### config.mk
export PLATFORM = sky130hd
export DESIGN_NAME = mem_arbiter
export DESIGN_NICKNAME = d
export VERILOG_FILES = /design/src/rtl/mem_arbiter.sv
export SDC_FILE = /design/constraint.sdc
export NUM_CORES = 1
export LEC_CHECK = 0
export ABC_CLOCK_PERIOD_IN_PS = 3000
export CORE_AREA = 2 2 95 97
export CTS_CLUSTER_DIAMETER = 60
export DETAILED_ROUTE_END_ITERATION = 6
export DIE_AREA = 0 0 97 99
export GPL_ROUTABILITY_DRIVEN = 0
export MAX_ROUTING_LAYER = met4
export PLACE_DENSITY_LB_ADDON = 0.15
export REMOVE_ABC_BUFFERS = 1
export SETUP_SLACK_MARGIN = 0.5
export SKIP_CTS_REPAIR_TIMING = 1
export SKIP_LAST_GASP = 1
export SYNTH_ARGS = -nofsm -noshare
export SYNTH_HDL_FRONTEND = slang
export SYNTH_SLANG_ARGS = --single-unit
### constraint.sdc
create_clock -name clk_i -period 3 [get_ports clk_i]
set_clock_uncertainty 0.15 [all_clocks]
set_input_delay 0.3 -clock clk_i [delete_from_list [all_inputs] [get_ports clk_i]]
set_output_delay 0.3 -clock clk_i [all_outputs]
set_load 0.01 [all_outputs]
### src/rtl/mem_arbiter.sv
// Two-port (fetch / load-store) arbiter in front of a single-port word memory.
// Define MEM_ARB_ROUND_ROBIN_EN for round-robin arbitration; default is fixed data-port priority.
module mem_arbiter #(
  parameter int ADDR_WIDTH = 22
) (
  input  logic                  clk_i,
  input  logic                  rst_ni,
  input  logic                  i_req_i,
  input  logic [ADDR_WIDTH-1:0] i_addr_i,
  output logic                  i_gnt_o,
  output logic                  i_rvalid_o,
  output logic [31:0]           i_rdata_o,
  input  logic                  d_req_i,
  input  logic [ADDR_WIDTH-1:0] d_addr_i,
  input  logic [3:0]            d_wmask_i,
  input  logic [31:0]           d_wdata_i,
  output logic                  d_gnt_o,
  output logic                  d_rvalid_o,
  output logic [31:0]           d_rdata_o,
  output logic [ADDR_WIDTH-1:0] mem_addr_o,
  output logic                  mem_rstrb_o,
  output logic [3:0]            mem_wmask_o,
  output logic [31:0]           mem_wdata_o,
  input  logic [31:0]           mem_rdata_i
);

  typedef enum logic {
    OWNER_FETCH = 1'b0,
    OWNER_DATA  = 1'b1
  } owner_e;

  logic   gnt_i, gnt_d;
  logic   d_is_write;
  logic   rd_pend_q, rd_pend_d;
  owner_e rd_owner_q, rd_owner_d;

  assign d_is_write = |d_wmask_i;

`ifdef MEM_ARB_ROUND_ROBIN_EN
  // Set when the data port won the most recent grant; reset means "fetch last".
  logic last_data_q, last_data_d;

  always_comb begin
    gnt_i = 1'b0;
    gnt_d = 1'b0;
    if (rst_ni) begin
      if (i_req_i && d_req_i) begin
        gnt_i = last_data_q;
        gnt_d = ~last_data_q;
      end else begin
        gnt_i = i_req_i;
        gnt_d = d_req_i;
      end
    end
    last_data_d = last_data_q;
    if (gnt_i || gnt_d) last_data_d = gnt_d;
  end

  always_ff @(posedge clk_i or negedge rst_ni) begin
    if (!rst_ni) last_data_q <= 1'b0;
    else         last_data_q <= last_data_d;
  end
`else
  always_comb begin
    gnt_i = 1'b0;
    gnt_d = 1'b0;
    if (rst_ni) begin
      gnt_d = d_req_i;
      gnt_i = i_req_i & ~d_req_i;
    end
  end
`endif

  // Memory-side request mux: all zeros when nothing is granted.
  always_comb begin
    mem_addr_o  = '0;
    mem_rstrb_o = 1'b0;
    mem_wmask_o = 4'b0000;
    mem_wdata_o = 32'h0;
    if (gnt_d) begin
      mem_addr_o = d_addr_i;
      if (d_is_write) begin
        mem_wmask_o = d_wmask_i;
        mem_wdata_o = d_wdata_i;
      end else begin
        mem_rstrb_o = 1'b1;
      end
    end else if (gnt_i) begin
      mem_addr_o  = i_addr_i;
      mem_rstrb_o = 1'b1;
    end
  end

  always_comb begin
    rd_pend_d  = gnt_i | (gnt_d & ~d_is_write);
    rd_owner_d = gnt_d ? OWNER_DATA : OWNER_FETCH;
  end

  // Reset clears the tracker asynchronously, so an in-flight read is dropped at once.
  always_ff @(posedge clk_i or negedge rst_ni) begin
    if (!rst_ni) begin
      rd_pend_q  <= 1'b0;
      rd_owner_q <= OWNER_FETCH;
    end else begin
      rd_pend_q  <= rd_pend_d;
      rd_owner_q <= rd_owner_d;
    end
  end

  assign i_gnt_o    = gnt_i;
  assign d_gnt_o    = gnt_d;
  assign i_rvalid_o = rd_pend_q & (rd_owner_q == OWNER_FETCH);
  assign d_rvalid_o = rd_pend_q & (rd_owner_q == OWNER_DATA);
  assign i_rdata_o  = mem_rdata_i;
  assign d_rdata_o  = mem_rdata_i;

endmodule

Word level (Yosys, flattened, before mapping). Index checks and enable logic that the tools add are counted.

Mux-type cells: 12. Bitwise operators: 8. Reduce and logical (&&, ||, !) cells: 1.

Operators with widths (number): 2-to-1 mux 32 bit (2); 2-to-1 mux 22 bit (2); 2-to-1 mux 4 bit (2); 2-to-1 mux 1 bit (6); bitwise AND 1 bit (4); OR reduction 4 bit (1); NOT 1 bit (3); OR 1 bit (1).

Bits in registers: 2. Input port bits: 116. Output and inout port bits: 127. Word-level logic and storage cells: 23.

Longest topological paths before layout.
Word-level depth: 5. Mapped depth: 4. Mapped depth without buffers: 3.

Worst setup path after synthesis. OpenSTA, ideal clock, no wires.

Path kind: input-to-output. Start point: input port d_wmask_i[3]. End point: output port mem_wdata_o[10]. Arrival time: 1.014 ns. Setup slack: 1.536 ns. Stages on the path: 3. Cell sequence: nor4_4 > buf_6 > nor3b_2.

Cells in the longest elaborated chain, start to end: 3.

RTL lines: start: declaration (line 15) `input logic [3:0] d_wmask_i,`; OR reduction 4 bit (line 37) `assign d_is_write = |d_wmask_i;`; 2-to-1 mux 32 bit (line 82) `if (d_is_write) begin`; 2-to-1 mux 32 bit (line 80) `if (gnt_d) begin`; end: declaration (line 23) `output logic [31:0] mem_wdata_o,`.

No other way between the ends.

Final worst setup path.
Start point: input port d_wmask_i[2]. End point: output port mem_wdata_o[31].

The elaborated chain is that of the path after synthesis.

==> results.json <==
{
  "critPathCaptureType": "output port",
  "grt_usage_pct": 13.8,
  "dr.pass1.iters": 3,
  "numCtsBuffers": 3,
  "muxShareOfSynthArea_pct": 0,
  "multiInputGateArea_um2": 674,
  "placed_cells": 326,
  "dp_hpwl_mm": 5.64,
  "powerDensity_nw_per_um2": 168,
  "dp_slack_ns": 0.338,
  "io_buffers": 146,
  "antenna_found_initial": 0,
  "die_h_um": 99,
  "detail_route.wl_per_cell_um": 21.6,
  "combPwrFrac_pct": 68.6,
  "synthCells": 143,
  "seqCellArea_um2": 50.0,
  "start_util_pct": 15.1,
  "fp.coreArea_um2": 8550,
  "fin_nets": 345,
  "drt.antenna.violating_nets": 0,
  "mostFrequentLayoutCell": "clkdlybuf4s50_1",
  "yosys.area_share.xor_xnor_pct": 0,
  "p_int_w": 0.000312,
  "clk_pin_slew_ns": 0.03,
  "worstPathRequired_ns": 2.55,
  "total_leakage_power_nw": 1.10,
  "hold_viol": 0,
  "nFillCells": 891,
  "worstPathArrival_ns": 2.02,
  "die_x_um": 97,
  "synthAdderAreaFrac_pct": 0,
  "cts_tree": "built",
  "rows": 34,
  "p_sw_w": 0.000114,
  "fin_crit_sh_pct": 82.3,
  "instances_no_fill": 335,
  "synthTopCellsByArea": "buf_4 37%, nor3b_2 29%, a22o_1 15%",
  "synth.top_cell.area_share_pct": 37.2,
  "synth_cell_type_count": 16,
  "worstPathMaxFanout": 9,
  "h-tree-depth": 1,
  "pwr-share-seq_pct": 6.8,
  "yosysSeqAreaShare_pct": 3.88,
  "clock_path_buffers": 2,
  "final_cell_mix": "133 x clkdlybuf4s50_1, 30 x nor3b_2, 22 x a22o_1",
  "synth_area_leader_cell": "buf_4",
  "ir_drop_mv": 0.0678,
  "p_sw_share_pct": 26.8,
  "synth-compound-area-share_pct": 16.1,
  "hold_path.class": "in2reg",
  "syn_area_um2": 1290,
  "rsz0062_at_grt": "yes",
  "layout-drive-gt1-share_pct": 20.7,
  "syn_area_per_cell_um2": 9.03,
  "final_util_pct": 29.6,
  "routed-via-count": 1444,
  "area_growth_pct": 96.3,
  "path_class": "in2out",
  "max-slew-margin-rel_pct": 78.0,
  "setup_viol": 0,
  "slew_violations": 0,
  "drt-total-wl_mm": 7.23,
  "tightest_slew_ns": 0.330,
  "remaining_drc_errors": 0,
  "overflow": 0,
  "vias_per_cell": 4.31,
  "setup_tns_ns": 0,
  "fp.dieArea_um2": 9600,
  "clock-sinks": 2,
  "period_needed_ns": 2.47,
  "cts-root-buf": "clkbuf_8",
  "yosysWarnings": 0,
  "maxCapViolCount": 0,
  "yosys.area_share.simple_pct": 35.9,
  "grt_pass1_wl_mm": 9.64,
  "setup.worst_path.start_class": "input port",
  "synth_top_family_by_area": "buffers and inverters",
  "ys_ff_latch": 2,
  "grt_pass1_vias": 1511,
  "dr.first_iter.drc_count": 27,
  "n_antenna_cell": 0,
  "clkPwrFrac_pct": 24.6,
  "fmax_ghz": 0.405,
  "grt_max_degree": 35,
  "outcome": "finished, final reports clean",
  "setup_slack_ns": 0.530,
  "ios": 243
}
[worst paths after layout]
| check | startpoint | endpoint | slack (ns) | cells past startpoint |
|---|---|---|---|---|
| hold / removal | d_req_i | rd_owner_q$_DFF_PN0_ | 0.43 | 3 |
| min in group asynchronous | rst_ni | rd_owner_q$_DFF_PN0_ | 0.44 | 2 |
| max in group asynchronous | rst_ni | rd_pend_q$_DFF_PN0_ | 2.13 | 2 |
| setup / recovery | d_wmask_i[2] | mem_wdata_o[31] | 0.53 | 6 |
[synth_stat cells, drive strengths merged]
| library cell | instances |
|---|---|
| and3 | 4 |
| nor2b | 1 |
| nor4 | 1 |
| dfrtp | 2 |
| nor3b | 32 |
| and2 | 1 |
| a22o | 22 |
| inv | 1 |
| buf | 75 |
| nand2 | 1 |
| and3b | 1 |
| a21o | 2 |
[per-stage QoR]
step	hold WS, ns	total power (W)	instance area, µm²
floorplan	-0.146	0.000113	724
global placement	0.394	0.000321	2380
detailed placement	0.403	0.000319	2380
CTS	0.181	0.000429	2420
global route	0.450	0.000452	2530
finish	0.434	0.000426	2530
[worst max-delay path, cell delays in order]
cell and delay [ns]:
clkdlybuf4s50_1 0.53, nor4_4 0.07, buf_4 0.15, clkbuf_16 0.17
nor3b_1 0.19, clkdlybuf4s50_1 0.61
[final cells by class]
class	instances	share of cell area, %
timing repair buffer	156	64.1
multi-input combinational	65	26.6
tap	108	5.33
sequential	2	1.97
clock buffer	3	1.63
inverter	1	0.346
[metal layers]
layer  routed length [µm]  global-route usage, %  vias to the layer above
met5                    0                      -                        -
met4                   13                   1.30                        0
met3                 1580                   14.1                        2
met2                 2570                   15.8                      190
met1                 3060                   16.9                      645
li1                     -                      -                      607
[power groups by stage]
| stage | clock, W | sequential (W) | combinational [W] |
|---|---|---|---|
| 6_report | 0.000105 | 0.0000291 | 0.000292 |
| 5_1_grt | 0.000111 | 0.0000293 | 0.000312 |
| 4_1_cts | 0.000109 | 0.0000291 | 0.000291 |
| 3_5_place_dp | 0 | 0.0000294 | 0.000289 |
| 3_3_place_gp | 0 | 0.0000294 | 0.000292 |
| 2_1_floorplan | 0 | 0.0000291 | 0.0000837 |
[state kept, by name, indices dropped and copies added (netlist names)]
signal / cells
rd_owner_q: 1
rd_pend_q: 1
[cell families after synthesis]
family,after synthesis
flip-flops,2
AO/OA/AOI/OAI,24
buffers and inverters,76
AND/OR/NAND/NOR,41
Note: power is estimated with default switching activity, not from simulation.
